File: config.mk
export PLATFORM = sky130hd
export DESIGN_NAME = two_reg_fifo
export DESIGN_NICKNAME = d
export VERILOG_FILES = /design/src/rtl/two_reg_fifo.sv
export SDC_FILE = /design/constraint.sdc
export NUM_CORES = 1
export LEC_CHECK = 0
export CAP_MARGIN = 20
export CORE_MARGIN = 2
export CORE_UTILIZATION = 50
export CTS_CLUSTER_DIAMETER = 40
export CTS_CLUSTER_SIZE = 8
export DETAILED_ROUTE_END_ITERATION = 8
export PLACE_DENSITY_LB_ADDON = 0.2
export REMOVE_ABC_BUFFERS = 1
export SLEW_MARGIN = 20
export SYNTH_ARGS = -nofsm -noshare
export SYNTH_HDL_FRONTEND = slang
export SYNTH_SLANG_ARGS = --single-unit
File: constraint.sdc
create_clock -name clk -period 2.2 [get_ports clk]
set_input_delay 0.44 -clock clk [delete_from_list [all_inputs] [get_ports clk]]
set_output_delay 0.44 -clock clk [all_outputs]
set_load 0.05 [all_outputs]
File: src/rtl/two_reg_fifo.sv
// Two-entry register FIFO (head/tail shift, first-word fall-through) for ring-node skid buffering.
// Optional sticky overflow/underflow flags oOvf/oUdf are enabled by defining TWO_REG_FIFO_ERR_EN.
module two_reg_fifo #(
  parameter int WIDTH = 32
) (
  input  logic             clk,
  input  logic             rst,
  input  logic             iWrEn,
  input  logic [WIDTH-1:0] iWrDat,
  input  logic             iRdEn,
  output logic             oFul,
  output logic             oEmpty,
  output logic [1:0]       oDatVld,
  output logic [WIDTH-1:0] oRdDat
`ifdef TWO_REG_FIFO_ERR_EN
  ,
  output logic             oOvf,
  output logic             oUdf
`endif
);

  logic [WIDTH-1:0] head_q, head_d;
  logic [WIDTH-1:0] tail_q, tail_d;
  // vld_q[0] = head valid, vld_q[1] = tail valid; thermometer coded, 10 unreachable
  logic [1:0]       vld_q, vld_d;
  logic             wr, rd;

  assign wr = iWrEn & ~vld_q[1];
  assign rd = iRdEn & vld_q[0];

  always_comb begin
    head_d = head_q;
    tail_d = tail_q;
    vld_d  = vld_q;
    case (vld_q)
      2'b00: begin
        if (wr) begin
          head_d = iWrDat;
          vld_d  = 2'b01;
        end
      end
      2'b01: begin
        if (wr && rd) begin
          head_d = iWrDat;
        end else if (wr) begin
          tail_d = iWrDat;
          vld_d  = 2'b11;
        end else if (rd) begin
          vld_d  = 2'b00;
        end
      end
      2'b11: begin
        // a write is never accepted here, so only the pop matters
        if (rd) begin
          head_d = tail_q;
          vld_d  = 2'b01;
        end
      end
      default: vld_d = 2'b00;
    endcase
  end

  always_ff @(posedge clk) begin
    if (!rst) begin
      head_q <= '0;
      tail_q <= '0;
      vld_q  <= 2'b00;
    end else begin
      head_q <= head_d;
      tail_q <= tail_d;
      vld_q  <= vld_d;
    end
  end

  assign oDatVld = vld_q;
  assign oFul    = vld_q[1];
  assign oEmpty  = ~vld_q[0];
  assign oRdDat  = vld_q[0] ? head_q : '0;

`ifdef TWO_REG_FIFO_ERR_EN
  logic ovf_q, udf_q;

  always_ff @(posedge clk) begin
    if (!rst) begin
      ovf_q <= 1'b0;
      udf_q <= 1'b0;
    end else begin
      if (iWrEn && vld_q[1]) ovf_q <= 1'b1;
      if (iRdEn && !vld_q[0]) udf_q <= 1'b1;
    end
  end

  assign oOvf = ovf_q;
  assign oUdf = udf_q;
`endif

endmodule

==> out/qor.yml <==
run_status:
  status: "finished, final reports clean"
clocking:
  clk_path_buf_depth: 2
  cts_htree_levels: 3
  cts.hold.buffers_added: 0
  clk_pin_slew_ns: 0.07
  post_cts_buffers: 0
  cts_inserted_buffers: 9
  clock_latency_ns: 0.33
  cts_root_buf: "clkbuf_8"
  clock-sinks: 66
  cts_resized: 0
  cts_tree: "yes"
final_layout:
  drive_gt1_share_pct: 18.0
  final_util_pct: 71.5
  nets: 453
  antenna_cells: 0
  area_growth_syn_to_layout_pct: 39.9
  finalNonFillerCells: 494
  mostFrequentLayoutCells: "nand2_1 (66), dfxtp_1 (66), clkdlybuf4s50_1 (36)"
die:
  die_h_um: 84.1
  die_area_sq_um: 7070
  core_sq_um: 6280
  start_util_pct: 51.1
  die_w_um: 84.1
  num_rows: 29
  io_pins: 72
route:
  met3_length_um: 337
  dr.max_layer_used: "met4"
  vias: 2657
  drt-wirelength-per-cell_um: 14.7
  drc: 0
  wl_met1_um: 3330
  ant_nets: 0
  drt_iter0_drc: 154
  via_per_inst: 5.38
  dr.pass1.iters: 5
  routed-wl-met2_um: 3540
  drt-total-wl_um: 7280
critical_path:
  cp_num_buf_inv: 1
  critical_path_cell_count: 1
  start_kind: "register"
  cpPeakStageDelay_ns: 0.86
  cp_cell_sequence: "clkdlybuf4s50_1"
  end_kind: "primary output"
  crit_type: "register to primary output"
  critPathArrivalTime_ns: 1.65
  required_ns: 1.76
  crit_path_top_delay_cell: "clkdlybuf4s50_1"
  critPathTopFamily: "buffers and inverters"
  r2r_cells: 6
  worstPathMaxFanout: 8
power_and_ir_drop:
  powerDensity_nw_per_um2: 1200
  peakVddDrop_uv: 806
  leakage_nw: 1.92
  total_power_w: 0.00540
placement:
  dpl.cell_count: 478
  io_buffers: 71
  dp_hpwl_um: 4710
  place_congestion: 0.787
yosys:
  synth.avg_cell_area_sq_um: 9.22
  synth_seq_cells: 66
  syn_inst: 348
  yosysSeqAreaShare_pct: 41.2
  yosysWarnings: 0
  ys_types: 28
  syn_area_sq_um: 3210
sta:
  fin_skew_ns: 0.00550
  rsz0062_at_grt: "false"
  max_slew_margin_pct: 67.2
  period_minus_slack_ns: 2.09
  final.setup.tns_ns: 0
  tightest_slew_ns: 0.491
  hold_viol: 0
  post-route-period-util_pct: 94.9
  setup-violations-final: 0
  fmaxAchievable_mhz: 479
  maxSlewViolCount: 0
global_route:
  grt_pass1_vias: 2632
  track_usage_pct: 21.2
  grt_overflow_total: 0
  grt_max_degree: 34
  antenna_found_initial: 0
  grt_pass1_wl_um: 12300
hold_path:
  min_path_type: "register to register"
  hold_depth: 2
run:
  max_cap_viol_count: 0
==> power by group <==
group          total (W)  internal (W)  switching (W)
combinational    0.00260       0.00113        0.00147
clock            0.00102      0.000584       0.000440
sequential       0.00177       0.00159       0.000188
total            0.00540       0.00330        0.00209
==> tightest hold or removal path, stage by stage, from the launching register on <==
cell      delay (ns)
dfxtp_1         0.31
nand2_1         0.04
a21boi_0        0.06
==> kinds of logic (layout without fill, tap and decap cells) <==
family,after synthesis,in the layout,share of synthesized area [%]
compound gates,69,69,19.0
xor+xnor,1,1,0.273
fa+ha+maj,5,5,1.95
buf+inv,35,104,6.24
flops,66,66,41.2
mux,33,33,10.3
simple gates,139,139,21.0
==> area by class of cell <==
type | count | area (sq um)
Sequential cell | 66 | 1320
Clock inverter | 4 | 50.0
Clock buffer | 12 | 155
Multi-Input combinational cell | 247 | 1690
Tap cell | 77 | 96.3
Timing Repair Buffer | 85 | 1160
Fill cell | 447 | 1790
Inverter | 3 | 11.3
==> cells in the mapped netlist (all sizes together) <==
master	instances	area, sq um
a21boi	33	248
ha	5	62.6
and2	33	214
or2b	1	11.3
buf	16	129
o21ai	2	10.0
o211a	32	320
inv	3	11.3
dfxtp	66	1320
and3	1	7.51
nor2b	1	6.26
nor2	1	3.75
xnor2	1	8.76
a22oi	1	21.3
nand3	34	170
nand2	67	254
mux2i	33	330
a41o	1	11.3
nand3b	1	7.51
clkbuf	16	60.1
==> worst paths after layout <==
check,slack [ns],from,endpoint
worst max-delay path,0.11,oDatVld[1]$_SDFFE_PN0P_,oDatVld[1]
worst min-delay path,0.46,tail_q[10]$_SDFFE_PN0P_,tail_q[10]$_SDFFE_PN0P_
worst max register to register,0.34,oDatVld[1]$_SDFFE_PN0P_,head_q[16]$_SDFFE_PN0P_
worst min register to register,0.46,tail_q[10]$_SDFFE_PN0P_,tail_q[10]$_SDFFE_PN0P_
==> metrics by stage <==
stage,worst slack (ns),hold WS (ns),instance area (sq um)
after floorplan,-1.39,0.443,3020
after global placement,0.166,0.449,4280
after detailed placement,0.142,0.457,4280
after CTS,0.101,0.466,4490
after global routing,0.0509,0.478,4490
final,0.113,0.462,4490
==> per-layer routing <==
layer | global-route usage [%] | vias up
li1 | - | 1322
met1 | 27.4 | 1261
met2 | 35.6 | 67
met3 | 5.04 | 7
met4 | 5.13 | 0
met5 | 0 | -
==> registers in the layout (all words and copies together) (netlist names) <==
register  flops
head_q       32
tail_q       32
oDatVld       2
Note: power is estimated with default switching activity, not from simulation.
